File: src/rtl/cvm300_spi_responder.sv
// ---------------------------------------------------------------------------
// cvm300_spi_responder
//
// Purpose:
//   SPI responder end of the CVM300 sensor register bus. It runs entirely in
//   the clk domain by oversampling SPI_CLK, SPI_EN and SPI_MOSI.
//   Each frame is 16 bits, sent MSB first:
//     - bit 15 is R/W (1 = write)
//     - bits 14..8 are the address
//     - bits 7..0 are the data
//   Writes update a 128x8 register file. Reads return the addressed register
//   on MISO during the data byte. The same register file is also readable
//   from the fabric through lcl_addr/lcl_data.
//
// Configuration:
//   SPI_RESP_RO_EN - when defined, addresses >= RO_BASE are read-only.
//                    Writes to them complete on the bus but leave the
//                    register unchanged and raise no wr_valid.
//                    Register RO_BASE resets to 8'hC3 (ID byte).
//
// Parameters:
//   SYNC_STAGES  input synchronizer depth (>= 2)
//   RO_BASE      first read-only address (SPI_RESP_RO_EN builds only)
//
// Ports:
//   clk, rst_n           system clock, asynchronous active-low reset
//   SPI_EN               frame enable, active high
//   SPI_CLK              serial clock, CPOL=0, at most clk/8
//   SPI_MOSI             master->responder data, sampled on SPI_CLK rise
//   SPI_MISO             responder->master data, changes on SPI_CLK fall;
//                        forced to 0 when SPI_MISO_OE is low
//   SPI_MISO_OE          MISO output enable (top level tristates on 0)
//   wr_valid             1-cycle pulse, register write committed
//   wr_addr, wr_data     address/data of the last committed write
//   frame_err            1-cycle pulse, frame aborted before 16 bits
//   lcl_addr             fabric read address
//   lcl_data             reg[lcl_addr], registered, 1-cycle latency
// ---------------------------------------------------------------------------
module cvm300_spi_responder #(
    parameter int         SYNC_STAGES = 2,
    parameter logic [6:0] RO_BASE     = 7'h70
) (
    input  logic       clk,
    input  logic       rst_n,
    input  logic       SPI_EN,
    input  logic       SPI_CLK,
    input  logic       SPI_MOSI,
    output logic       SPI_MISO,
    output logic       SPI_MISO_OE,
    output logic       wr_valid,
    output logic [6:0] wr_addr,
    output logic [7:0] wr_data,
    output logic       frame_err,
    input  logic [6:0] lcl_addr,
    output logic [7:0] lcl_data
);

`ifdef SPI_RESP_RO_EN
    localparam bit RO_EN = 1'b1;
`else
    localparam bit RO_EN = 1'b0;
`endif

    localparam logic [1:0] ST_IDLE = 2'd0;
    localparam logic [1:0] ST_HDR  = 2'd1;
    localparam logic [1:0] ST_DATA = 2'd2;
    localparam logic [1:0] ST_DONE = 2'd3;

    logic [SYNC_STAGES-1:0] r_clkSync;
    logic [SYNC_STAGES-1:0] r_enSync;
    logic [SYNC_STAGES-1:0] r_mosiSync;
    logic                   r_clkDly;
    logic                   r_enDly;

    logic [1:0] r_state;
    logic [3:0] r_bitCnt;
    logic [7:0] r_shift;
    logic       r_rw;
    logic [6:0] r_addr;
    logic [7:0] r_tx;
    logic       r_miso;
    logic       r_oe;
    logic       r_wrValid;
    logic [6:0] r_wrAddr;
    logic [7:0] r_wrData;
    logic       r_frameErr;
    logic [7:0] r_lclData;
    logic [7:0] r_regs [128];

    logic       w_clk;
    logic       w_en;
    logic       w_mosi;
    logic       w_clkRise;
    logic       w_clkFall;
    logic       w_enRise;
    logic       w_enFall;
    logic [6:0] w_hdrAddr;
    logic [7:0] w_rxByte;
    logic       w_roHit;

    // The SPI_EN chain resets to 1. If SPI_EN is already high when reset is
    // released, no rise is seen, so a frame in flight is ignored until the
    // master lowers and re-raises SPI_EN.
    always_ff @(posedge clk or negedge rst_n) begin
        if (!rst_n) begin
            r_clkSync  <= '0;
            r_enSync   <= '1;
            r_mosiSync <= '0;
            r_clkDly   <= 1'b0;
            r_enDly    <= 1'b1;
        end else begin
            r_clkSync  <= {r_clkSync[SYNC_STAGES-2:0], SPI_CLK};
            r_enSync   <= {r_enSync[SYNC_STAGES-2:0], SPI_EN};
            r_mosiSync <= {r_mosiSync[SYNC_STAGES-2:0], SPI_MOSI};
            r_clkDly   <= w_clk;
            r_enDly    <= w_en;
        end
    end

    assign w_clk     = r_clkSync[SYNC_STAGES-1];
    assign w_en      = r_enSync[SYNC_STAGES-1];
    assign w_mosi    = r_mosiSync[SYNC_STAGES-1];
    assign w_clkRise = w_clk & ~r_clkDly;
    assign w_clkFall = ~w_clk & r_clkDly;
    assign w_enRise  = w_en & ~r_enDly;
    assign w_enFall  = ~w_en & r_enDly;

    // The byte being completed by the current rise: seven bits already
    // shifted in plus the incoming MOSI bit.
    assign w_rxByte  = {r_shift[6:0], w_mosi};
    assign w_hdrAddr = w_rxByte[6:0];
    assign w_roHit   = RO_EN && (r_addr >= RO_BASE);

    // Frame sequencer, register file and output registers.
    // The header is decoded on the 8th rise. The read byte is loaded into
    // r_tx at that point and shifted out on the following eight falls.
    // A write commits on the 16th rise. An SPI_EN fall before that point
    // discards the frame.
    always_ff @(posedge clk or negedge rst_n) begin
        if (!rst_n) begin
            r_state    <= ST_IDLE;
            r_bitCnt   <= 4'd0;
            r_shift    <= 8'h00;
            r_rw       <= 1'b0;
            r_addr     <= 7'h00;
            r_tx       <= 8'h00;
            r_miso     <= 1'b0;
            r_oe       <= 1'b0;
            r_wrValid  <= 1'b0;
            r_wrAddr   <= 7'h00;
            r_wrData   <= 8'h00;
            r_frameErr <= 1'b0;
            for (int i = 0; i < 128; i++) begin
                r_regs[i] <= (RO_EN && (7'(i) == RO_BASE)) ? 8'hC3 : 8'h00;
            end
        end else begin
            r_wrValid  <= 1'b0;
            r_frameErr <= 1'b0;
            case (r_state)
                ST_IDLE: begin
                    if (w_enRise) begin
                        r_state  <= ST_HDR;
                        r_bitCnt <= 4'd0;
                        r_shift  <= 8'h00;
                        r_miso   <= 1'b0;
                    end
                end
                ST_HDR: begin
                    if (w_enFall) begin
                        r_frameErr <= 1'b1;
                        r_oe       <= 1'b0;
                        r_state    <= ST_IDLE;
                    end else if (w_clkRise) begin
                        r_shift  <= w_rxByte;
                        r_bitCnt <= r_bitCnt + 4'd1;
                        if (r_bitCnt == 4'd7) begin
                            r_state <= ST_DATA;
                            r_rw    <= w_rxByte[7];
                            r_addr  <= w_hdrAddr;
                            if (!w_rxByte[7]) begin
                                r_tx <= r_regs[w_hdrAddr];
                                r_oe <= 1'b1;
                            end
                        end
                    end
                end
                ST_DATA: begin
                    if (w_enFall) begin
                        r_frameErr <= 1'b1;
                        r_oe       <= 1'b0;
                        r_state    <= ST_IDLE;
                    end else if (w_clkRise) begin
                        r_shift  <= w_rxByte;
                        r_bitCnt <= r_bitCnt + 4'd1;
                        if (r_bitCnt == 4'd15) begin
                            r_state <= ST_DONE;
                            if (r_rw && !w_roHit) begin
                                r_regs[r_addr] <= w_rxByte;
                                r_wrValid      <= 1'b1;
                                r_wrAddr       <= r_addr;
                                r_wrData       <= w_rxByte;
                            end
                        end
                    end else if (w_clkFall && !r_rw) begin
                        r_miso <= r_tx[7];
                        r_tx   <= {r_tx[6:0], 1'b0};
                    end
                end
                default: begin
                    if (w_enFall) begin
                        r_oe    <= 1'b0;
                        r_state <= ST_IDLE;
                    end
                end
            endcase
        end
    end

    // Fabric read port. A commit in the same cycle is seen one cycle later.
    always_ff @(posedge clk or negedge rst_n) begin
        if (!rst_n) begin
            r_lclData <= 8'h00;
        end else begin
            r_lclData <= r_regs[lcl_addr];
        end
    end

    assign SPI_MISO    = r_miso & r_oe;
    assign SPI_MISO_OE = r_oe;
    assign wr_valid    = r_wrValid;
    assign wr_addr     = r_wrAddr;
    assign wr_data     = r_wrData;
    assign frame_err   = r_frameErr;
    assign lcl_data    = r_lclData;

endmodule

File: config.mk
export PLATFORM = sky130hd
export DESIGN_NAME = cvm300_spi_responder
export DESIGN_NICKNAME = d
export VERILOG_FILES = /design/src/rtl/cvm300_spi_responder.sv
export SDC_FILE = /design/constraint.sdc
export NUM_CORES = 2
export LEC_CHECK = 0
export CORE_MARGIN = 2
export CORE_UTILIZATION = 45
export DETAILED_ROUTE_END_ITERATION = 8
export HOLD_SLACK_MARGIN = 0.03
export PLACE_DENSITY = 0.67
export SLEW_MARGIN = 20
export SYNTH_ARGS = -nofsm -noshare
export SYNTH_HDL_FRONTEND = slang
export SYNTH_SLANG_ARGS = --single-unit
File: constraint.sdc
create_clock -name clk -period 7.35 [get_ports clk]
set_clock_uncertainty 0.15 [all_clocks]
set_input_delay 0.735 -clock clk [delete_from_list [all_inputs] [get_ports clk]]
set_output_delay 0.735 -clock clk [all_outputs]
set_load 0.02 [all_outputs]
==> flow_summary.ini <==
[routing]
routed_wl_mm = 169
drt-pass1-iter-count = 6
avgViaCountPerCell = 6.59
drtIter0Drc = 3756
vias = 35735
post_drt_wl_per_cell_um = 31.2
ant_nets = 0
drt_drc_violations_left = 0

[cells_and_area]
final_cells = 5419
fin_util_pct = 50.0
syn2layout_area_growth_pct = 10.1
nets = 3671
final_area_sq_mm = 0.0638
multi_input_area_sq_mm = 0.0292
nFillCells = 10531
drive_above_1_share_pct = 53.6
seqCellArea_sq_mm = 0.0273

[floorplan]
die_h_um = 363
ios = 39
die_w_um = 363
die_area_sq_mm = 0.132
start_util_pct = 45.4
core_area_sq_mm = 0.128
row_count = 131

[worst_setup_path]
r2r-end = r_regs[870]
worst_setup_path_start_kind = flop
rr_worst_depth = 8
endpoint_kind = flop
path_class = flop to flop
timing.rr.start = r_state[0]
arrival_ps = 4940
required_ps = 7800
crit_path_max_fanout = 20
r2r_slack_ps = 2860

[place]
dp_slack_ps = 3010
place_area_sq_mm = 0.0596
gp_congestion = 0.941
dp_cells = 5195
port_buffers = 38
hpwlAfterDp_mm = 108

[synthesis]
yosys.area_share.adder_pct = 0.108
synth-xor-area-share_pct = 0
synth_top_family_by_area = multiplexers
muxShareOfSynthArea_pct = 42.9
synth-edff-count = 0
yosys.area_share.simple_pct = 4.36
ys_seq_elements = 1088
synth_most_common_cell = dfrtp_1
synth_largest_area_cell = dfrtp_1
netlist_top_cells_count = dfrtp_1 (1,085), mux2_2 (1,042), mux4_2 (546)
synth_area_leaders = dfrtp_1 (47%), mux4_2 (21%), mux2_2 (20%)
synthCells = 3751
synthDistinctLibCells = 72
synthFlopType = dfrtp_1
synth_top_area_share_pct = 46.9
syn_nets = 3768
synth_compound_area_share_pct = 2.93
ys_seq_area_share_pct = 47.0
ys_warn_count = 0
mappedNetlistArea_sq_mm = 0.0579
async_flop_share_pct = 100
syn_avg_cell_area_sq_um = 15.4

[cts]
clk_pin_slew_ps = 60
h-tree-depth = 3
clk_path_buf_depth = 3
cts_resized = 0
clock_sinks = 1088
cts_tree = done
insertion_delay_ps = 730
cts_buffers = 118
cts_root_buf = clkbuf_16

[pwr]
p_per_area_mw_per_mm2 = 227
p_leak_nw = 28.3
irDropWorstVdd_uv = 215

[timing]
slew_viol_final = 0
period_share_pct = 61.1
setup_tns_ps = 0
rsz0062_at_grt = no
tightest_slew_ps = 1250
relSlewSlack_pct = 16.3
setup_ws_ps = 2860
max_freq_mhz = 223
setup_viol = 0
period_minus_slack_ps = 4490
hold_violations = 0

[worst_hold_path]
hold_class = flop to flop
min_path_cells = 0
min_to = r_clkSync[1]
min_from = r_clkSync[0]

[status]
status = complete, no violations

[run]
max_cap_violations = 0

[global_route]
grt_pass1_wl_mm = 254
grt.total_usage_pct = 26.1
grt_pass1_vias = 36217
globalRouteOverflowTotal = 0
grt_max_degree = 174
grt_antenna_before_repair = 0
[registers in the layout, summed over array words and instances (netlist names)]
signal and flops:
r_regs 1024, SPI_MISO_OE 1, r_state 2, lcl_data 8, r_tx 8, r_miso 1
r_mosiSync 2, wr_valid 1, wr_addr 7, frame_err 1, r_clkDly 1, r_enSync 2
r_clkSync 2, r_bitCnt 4, r_rw 1, wr_data 8, r_enDly 1, r_shift 7
r_addr 7
[cell families (layout without fill, tap and decap cells)]
kind of cell | count (synthesis) | after routing
AND/OR/NAND/NOR | 416 | 416
multiplexers | 1669 | 1669
adder cells (fa/ha/maj) | 5 | 5
AO/OA/AOI/OAI | 246 | 246
flip-flops | 1088 | 1088
buffers and inverters | 327 | 332
other | 0 | 1
[area by class of cell]
type,count,area share (%)
well taps,1662,3.26
repair buffers,98,1.66
clock buffers,163,5.27
flip-flops and latches,1088,42.7
inverters,12,0.0784
multi-input cells,2336,45.7
clock inverters,59,1.27
diodes,1,0.00392
[report_power, final]
part           internal, mW  total (mW)  switching (mW)
combinational         0.485        1.83            1.35
sequential             6.02        6.23           0.207
clock                  3.80        6.40            2.61
[timing repair]
item | in CTS | in global routing
endpoints found under the setup margin | 0 | 0
buffers inserted | 0 | 0
hold buffers | 1 | 0
hold endpoints to repair | 75 | 0
[stage by stage]
step | total power [mW] | hold slack (ps)
detailed placement | 8.14 | 190
global route | 14.9 | 207
floorplan | 7.34 | 181
CTS | 14.5 | 202
finish | 14.5 | 200
global placement | 8.13 | 190
[worst max-delay path, cell delays in order (launching register included)]
cell and delay, ps:
dfrtp_1 430, inv_1 110, ha_1 610, nand3_1 160, or3_4 510, inv_6 180
nand3_2 890, nor2_2 890, mux2_2 410
[worst max-delay path by stage]
stage | startpoint | to | slack (ps) | depth (start not counted)
floorplan | lcl_addr[0] | lcl_data[0] | 4470 | 7
global placement | r_state[0] | r_regs[866] | 3040 | 8
detailed placement | r_state[0] | r_regs[867] | 3010 | 8
CTS | r_state[0] | r_regs[993] | 3010 | 8
global route | r_state[0] | r_regs[865] | 2780 | 8
finish | r_state[0] | r_regs[870] | 2860 | 8
[cell usage in the layout, fill, tap and decap left out, types with 10 or more instances in the layout]
| master | synthesis | layout |
|---|---|---|
| nor2_8 | 11 | 11 |
| clkbuf_8 | 0 | 22 |
| clkbuf_16 | 0 | 119 |
| clkbuf_1 | 185 | 22 |
| mux2i_1 | 79 | 79 |
| nor3_1 | 13 | 13 |
| buf_4 | 16 | 44 |
| mux2_2 | 1042 | 1042 |
| a22oi_1 | 19 | 19 |
| a211oi_1 | 16 | 16 |
| inv_1 | 11 | 10 |
| dfrtp_1 | 1085 | 1077 |
| a21oi_1 | 24 | 24 |
| mux4_2 | 546 | 546 |
| o21ai_0 | 44 | 43 |
| bufinv_16 | 0 | 17 |
| nor2_2 | 104 | 104 |
| nor2b_1 | 21 | 18 |
| nand2_1 | 121 | 121 |
| buf_12 | 0 | 17 |
| nor4_1 | 10 | 10 |
| o31ai_1 | 10 | 10 |
| clkinv_2 | 0 | 25 |
| a22o_1 | 16 | 16 |
| a221oi_1 | 18 | 18 |
| clkdlybuf4s50_1 | 0 | 33 |
| nand3_1 | 25 | 25 |
| o22ai_1 | 57 | 57 |
| nor2_1 | 36 | 36 |
| nand2b_1 | 12 | 12 |
[per-layer routing]
metal | wire length (um) | share of wire [%] | up-vias | track usage [%]
li1 | - | - | 14454 | -
met1 | 71400 | 42 | 19501 | 37.0
met2 | 76500 | 45 | 1478 | 38.8
met3 | 14900 | 8.8 | 302 | 6.72
met4 | 6430 | 3.8 | 0 | 9.31
met5 | 0 | 0 | - | 0
Power figures use the tool's default switching activity.
